## src/rtl/bsmodred_sipo.sv

```systemverilog
// Bit-serial receiver that reduces an incoming serial frame modulo MOD on the fly
// and presents the residue as a parallel word with a one-cycle osync strobe.
module bsmodred_sipo #(
  parameter int              LEN       = 188,
  parameter int              MW        = 94,
  parameter logic [MW-1:0]   MOD       = MW'(29),
  parameter bit              MSB_FIRST = 1'b0
) (
  input  logic          clk,
  input  logic          reset,
  input  logic          i,
  input  logic          isync,
  output logic [MW-1:0] s,
  output logic          osync,
  output logic          busy
);

  localparam int            CW    = (LEN > 1) ? $clog2(LEN) : 1;
  localparam logic [MW:0]   MOD_X = {1'b0, MOD};
  localparam logic [MW-1:0] ONE   = MW'(1);

  typedef enum logic {IDLE, RECV} state_t;

  state_t          state_q, state_d;
  logic [MW-1:0]   acc_q, acc_d;
  logic [MW-1:0]   pw_q, pw_d;
  logic [CW-1:0]   cnt_q, cnt_d;
  logic [MW-1:0]   s_q, s_d;
  logic            osync_q, osync_d;
  logic            busy_q, busy_d;

  logic [MW-1:0]   acc_base, pw_base;
  logic [MW-1:0]   acc_nxt, pw_nxt;
  logic            last_bit;

  // Inputs are always below 2*MOD, so a single subtract brings them into [0, MOD).
  function automatic logic [MW-1:0] cond_sub(input logic [MW:0] v);
    logic [MW:0] diff;
    diff = v - MOD_X;
    return (v >= MOD_X) ? diff[MW-1:0] : v[MW-1:0];
  endfunction

  // isync always marks bit 0, so the accumulator and weight restart from 0 and 1.
  always_comb begin
    acc_base = isync ? '0 : acc_q;
    pw_base  = isync ? ONE : pw_q;
    if (MSB_FIRST) begin
      acc_nxt = cond_sub({acc_base, i});
      pw_nxt  = pw_base;
    end else begin
      acc_nxt = cond_sub({1'b0, acc_base} + (i ? {1'b0, pw_base} : '0));
      pw_nxt  = cond_sub({pw_base, 1'b0});
    end
  end

  // NOTE: every always_comb output gets a default first so no latch is inferred.
  always_comb begin
    state_d  = state_q;
    acc_d    = acc_q;
    pw_d     = pw_q;
    cnt_d    = cnt_q;
    s_d      = s_q;
    osync_d  = 1'b0;
    busy_d   = busy_q;
    last_bit = (cnt_q == CW'(LEN - 1));

    if (isync) begin
      acc_d = acc_nxt;
      pw_d  = pw_nxt;
      if (LEN == 1) begin
        s_d     = acc_nxt;
        osync_d = 1'b1;
        state_d = IDLE;
        busy_d  = 1'b0;
        cnt_d   = '0;
      end else begin
        state_d = RECV;
        busy_d  = 1'b1;
        cnt_d   = CW'(1);
      end
    end else if (state_q == RECV) begin
      acc_d = acc_nxt;
      pw_d  = pw_nxt;
      if (last_bit) begin
        s_d     = acc_nxt;
        osync_d = 1'b1;
        state_d = IDLE;
        busy_d  = 1'b0;
        cnt_d   = '0;
      end else begin
        cnt_d = cnt_q + 1'b1;
      end
    end
  end

  // NOTE: sequential state uses non-blocking assignments so all flops update together.
  always_ff @(posedge clk or negedge reset) begin
    if (!reset) begin
      state_q <= IDLE;
      acc_q   <= '0;
      pw_q    <= ONE;
      cnt_q   <= '0;
      s_q     <= '0;
      osync_q <= 1'b0;
      busy_q  <= 1'b0;
    end else begin
      state_q <= state_d;
      acc_q   <= acc_d;
      pw_q    <= pw_d;
      cnt_q   <= cnt_d;
      s_q     <= s_d;
      osync_q <= osync_d;
      busy_q  <= busy_d;
    end
  end

  assign s     = s_q;
  assign osync = osync_q;
  assign busy  = busy_q;

endmodule

```

## config.mk

```make
export PLATFORM = sky130hd
export DESIGN_NAME = bsmodred_sipo
export DESIGN_NICKNAME = d
export VERILOG_FILES = /design/src/rtl/bsmodred_sipo.sv
export SDC_FILE = /design/constraint.sdc
export NUM_CORES = 1
export LEC_CHECK = 0
export CORE_MARGIN = 3
export CORE_UTILIZATION = 28
export CTS_CLUSTER_SIZE = 30
export DETAILED_ROUTE_END_ITERATION = 6
export PLACE_DENSITY = 0.45
export SLEW_MARGIN = 20
export SYNTH_ARGS = -nofsm -noshare
export SYNTH_HDL_FRONTEND = slang
export SYNTH_SLANG_ARGS = --single-unit
```

## constraint.sdc

```tcl
create_clock -name clk -period 8.22 [get_ports clk]
set_input_delay 1.644 -clock clk [delete_from_list [all_inputs] [get_ports clk]]
set_output_delay 1.644 -clock clk [all_outputs]
set_load 0.005 [all_outputs]
```

Yosys cells after proc, flatten, opt, wreduce, memory -nomap -nowiden

Cells that the tools add are included.

Register bits after elaboration: 293
Latch bits: 0
Memory bits (writable): 0
Memory bits (read-only): 0
Input port bits: 4
Logic and storage cells: 40
Memories: 0

$add $sub $neg: 4
$mul: 0
Divide/modulo/power cells: 0
Order comparisons: 2
Eq/ne operators: 1
Shift-type cells: 0
Muxes and demuxes: 21
Bitwise operators: 1
Reduce and logical (&&, ||, !) cells: 4

Operators by type and width:

| operator                | count |
|---|---|
| $mux W94                | 9 |
| $ge A95 B5 Y1 const B   | 2 |
| $sub A94 B5 Y94 const B | 2 |
| $add A94 B94 Y95        | 1 |
| $mux W8                 | 3 |
| $mux W1                 | 9 |
| $add A8 B1 Y8 const B   | 1 |
| $eq A8 B8 Y1 const B    | 1 |
| $reduce_bool A2 Y1      | 2 |
| $reduce_and A3 Y1       | 1 |
| $reduce_and A2 Y1       | 1 |
| $not A1 Y1              | 1 |

Depth between registers and ports, before layout

Word-level depth: 7
Mapped depth: 30

Worst setup path before layout

Ideal clock, no wire load.

Path type: input to register
Start point: input isync
End point: register acc_q[24]
Arrival time: 9.243 ns
Data required time: 8.083 ns
Slack: -1.160 ns
Cell stages on the path: 28
Path buffers: 11
Cells stage by stage: clkbuf_1 -> clkbuf_1 -> clkbuf_1 -> clkbuf_1 -> clkbuf_1 -> clkbuf_1 -> buf_1 -> clkbuf_1 -> clkbuf_1 -> nor2b_1 -> ha_1 -> clkbuf_1 -> nand4_1 -> nor4_1 -> nand3_1 -> o22ai_1 -> nor3b_1 -> nor2_1 -> xor2_1 -> or4b_4 -> or4b_1 -> or4_1 -> and3_1 -> buf_6 -> or2_4 -> or4_4 -> xor2_1 -> a21oi_1

Cells in the longest elaborated chain, start to end: 7
Elaborated cells on any way between the ends: 10
Classes of those cells: 2 x add/sub; 1 x order compare; 6 x mux; 1 x reduce/logical

RTL lines:

| what                                             | line   | text |
|---|---|---|
| start, declared                                  | 12     | `input logic isync,` |
| $mux W94                                         | 46     | `pw_base = isync ? ONE : pw_q;` |
| $mux W94                                         | 51     | `acc_nxt = cond_sub({1'b0, acc_base} + (i ? {1'b0, pw_base} : '0));` |
| $add A94 B94 Y95                                 | 51     |  |
| $sub A94 B5 Y94 or $ge A95 B5 Y1 (tied branches) | 39, 40 |  |
| $mux W94                                         | 40     | `return (v >= MOD_X) ? diff[MW-1:0] : v[MW-1:0];` |
| $mux W94                                         | 81     | `end else if (state_q == RECV) begin` |
| $mux W94                                         | 67     | `if (isync) begin` |
| end signal, assigned                             | 100    | `acc_q <= '0;` |
| end signal, assigned                             | 108    | `acc_q <= acc_d;` |
| end, declared                                    | 25     | `logic [MW-1:0] acc_q, acc_d;` |

Several ways; a longest one is shown, not always the timed one. The select of a mux whose other input is x is not followed.
A chain may end at the register's enable or synchronous reset.

Worst setup path in the final report

Start point: input i
End point: register acc_q[41]

Cells in the longest elaborated chain, start to end: 6
Elaborated cells on any way between the ends: 7
Classes of those cells: 2 x add/sub; 1 x order compare; 4 x mux

RTL lines:

| what                                             | line   | text |
|---|---|---|
| start, declared                                  | 11     | `input logic i,` |
| $mux W94 *                                       | 51     |  |
| $add A94 B94 Y95 *                               | 51     |  |
| $sub A94 B5 Y94 or $ge A95 B5 Y1 (tied branches) | 39, 40 |  |
| $mux W94 *                                       | 40     |  |
| $mux W94                                         | 81     |  |
| $mux W94 *                                       | 67     |  |

Mark *: on every way between the ends. The rest lies on a longest branch, timed or not. The select of a mux whose other input is x is not followed.

==> qor.csv <==
metric,value,unit
outcome,completed,
synth.top_cell.area_share,0.293,
r2r-end,acc_q[41],
worstSetupEndpointType,register,
whs_path_depth,2,
syn_area,24900,um2
synth.distinct_cells,106,
routedWlPerCell,21.8,um
coreArea,87600,um2
clock-root-buffer,clkbuf_16,
grt_setup_unrepaired,false,
r2r_setup_slack,1650,ps
worstSetupEndpoint,acc_q[41],
drive_above_1_share,0.144,
cpPeakStageDelay,560,ps
synthToLayoutAreaGrowth,22.7,%
clk_latency,600,ps
r2r_start,pw_q[0],
crit_type,in -> reg,
rr_worst_depth,21,
synth-seq-cells,293,
synthArstFlopShare,1.00,
synth_top_cells_by_count,"nor2_1 (400), nand2_1 (313), a21oi_1 (311)",
num_vias,25800,
slew-limit-headroom,0.259,
drt-pass1-iter-count,5,
grt_pass1_wl,159000,um
startpoint,i,
clockBufferDepth,3,
hold_buffers,0,
drtIter0Drc,1947,
grt_max_degree,131,
path_buf_inv,3,
required,8610,ps
peakVddDrop,0.000159,V
grt_pass1_vias,25000,
die_height,304,um
holdWs,467,ps
cts_resized,0,
hpwl,83500,um
cts_tree,done,
synth_top_cell_by_area,dfrtp_1,
ys.flop_type,dfrtp_1,
crit_fanout,17,
yosys-top-cells-area,"dfrtp_1 (29%), a21oi_1 (6.2%), nor2_1 (6.0%)",
setup_viol,0,
syn-instance-count,3289,
max_cap_violations,0,
gp_congestion,0.959,
path_depth,21,
grt_remaining_overflow,0,
power_leakage,13.1,nW
drv_slew,0,
crit_slowest_cell,a2111oi_2,
htree_levels,2,
critPathArrivalTime,8240,ps
post-route-period-util,0.955,
finalHoldViolations,0,
post_cts_buffers,0,
crit_chain,clkdlybuf4s50_1 -> nor2b_4 -> buf_12 -> and2_1 -> ha_1 -> nand4_1 -> nor4_1 -> o211ai_1 -> a2111oi_2 -> o211a_1 -> nor3_2 -> xor2_1 -> or4b_4 -> or4b_4 -> or4_4 -> and3_4 -> buf_4 -> or3_1 -> or3_1 -> xor2_1 -> a21oi_1,
ant_nets,0,
numCtsBuffers,38,
groute.usage.overall,0.218,
fin_nets,3666,
num_io_pins,100,
layout_setup_ws,370,ps
ys_seq_area_frac,0.294,
power_density,217,nW/um2
yosys_warnings,0,
cpLargestDelayFamily,simple AND/OR/NAND/NOR gates,
std_cell_rows,108,
clkSlewWorstSetupHoldPaths,60,ps
crit_path_start_kind,input port,
start_util,0.285,
cts.sinks,293,
synth-edff-count,0,
pre_cts_ws,-138,ps
antenna_found_initial,4,
fmax,127,MHz
viasPerCell,5.43,
worstHoldPathType,reg -> reg,
route.detailed.drc,0,
die_w,304,um
avgSynthCellArea,7.58,um2
fin_crit,7850,ps
syn_nets,3392,
drt-total-wl,104000,um
worst_pin_slew,1110,ps
dieArea,92600,um2
fin_worst_skew,37.9,ps
synth.most_common_cell,nor2_1,
port_buffers,99,
layer usage:
layer	part of all wire	track usage	vias up
li1	-	-	12500
met1	0.50	0.329	12500
met2	0.42	0.328	707
met3	0.052	0.0206	120
met4	0.030	0.0641	2
met5	0.00013	0	-
layout by cell type (no fill, tap or decap), drive strengths merged, types with 42 or more instances in the layout:
| cell | synthesis | routed |
|---|---|---|
| nor2 | 403 | 403 |
| buf | 59 | 349 |
| a21oi | 317 | 317 |
| nand2 | 314 | 314 |
| dfrtp | 292 | 292 |
| o21ai | 271 | 271 |
| nor3 | 117 | 117 |
| and2 | 112 | 112 |
| nor2b | 104 | 104 |
| ha | 98 | 98 |
| xnor2 | 97 | 97 |
| clkdlybuf4s50 | 0 | 97 |
| nand4 | 88 | 88 |
| nand3 | 88 | 88 |
| xor2 | 81 | 81 |
| o21a | 64 | 64 |
| nor4 | 61 | 61 |
| clkbuf | 154 | 54 |
| or3 | 50 | 50 |
| inv | 41 | 42 |
logic make-up after synthesis:
logic type	after synthesis	synth area share
AO/OA/AOI/OAI	948	0.237
multiplexers	15	0.00648
AND/OR/NAND/NOR	1501	0.308
adder cells (fa/ha/maj)	99	0.0500
flip-flops	293	0.294
XOR/XNOR	178	0.0625
buffers and inverters	255	0.0417
flip-flops by register name (all words and copies together), names as in the netlist:
name / count
state_q: 1
pw_q: 94
acc_q: 94
cnt_q: 8
busy: 1
s: 94
osync: 1
worst min path at each step:
stage	to	startpoint	slack (ps)
5_1_grt	s[44]	s[44]	500
3_3_place_gp	acc_q[0]	acc_q[0]	440
4_1_cts	acc_q[0]	acc_q[0]	470
2_1_floorplan	acc_q[0]	acc_q[0]	430
6_report	acc_q[0]	acc_q[0]	470
3_5_place_dp	acc_q[0]	acc_q[0]	460
area by class of cell:
class	instances	area, um2
antenna	1	2.50
clock buffer	53	1090
clock inverter	17	209
fill	9386	57000
inverter	42	159
multi-input combinational	2741	16600
sequential	293	7340
tap	1155	1450
timing repair buffer	447	3710
worst reg2reg max path, stage by stage, from the launching register on:
cell       delay (ps)
dfstp_2           560
or2_2             170
and2_1            150
ha_2              210
inv_1              60
fa_2              350
nand2b_4          160
a21oi_4           250
o2111ai_1         310
a21oi_1           520
o2111a_1          420
o31a_1            170
nor2_1             70
or4b_4            530
or4b_4            490
or4_4             530
and3_4            260
buf_4             190
or3_1             370
or3_1             330
xor2_1            190
a21oi_1           100
power breakdown:
| part | total [mW] | switching (mW) | internal (mW) |
|---|---|---|---|
| registers | 2.06 | 0.373 | 1.69 |
| logic | 2.84 | 1.68 | 1.16 |
| clock network | 1.74 | 0.714 | 1.03 |
per-stage QoR:
step | power [mW] | utilization | instances | setup TNS [ps] | instance area, um2
CTS | 6.67 | 0.349 | 4748 | 0 | 30600
global placement | 4.89 | 0.334 | 4678 | -14.3 | 29300
global route | 7.07 | 0.349 | 4748 | 0 | 30600
finish | 6.65 | 0.349 | 4749 | 0 | 30600
floorplan | 3.72 | - | 3289 | 0 | 25000
detailed placement | 4.88 | 0.334 | 4678 | -1980 | 29300
Note: power is estimated with default switching activity, not from simulation.
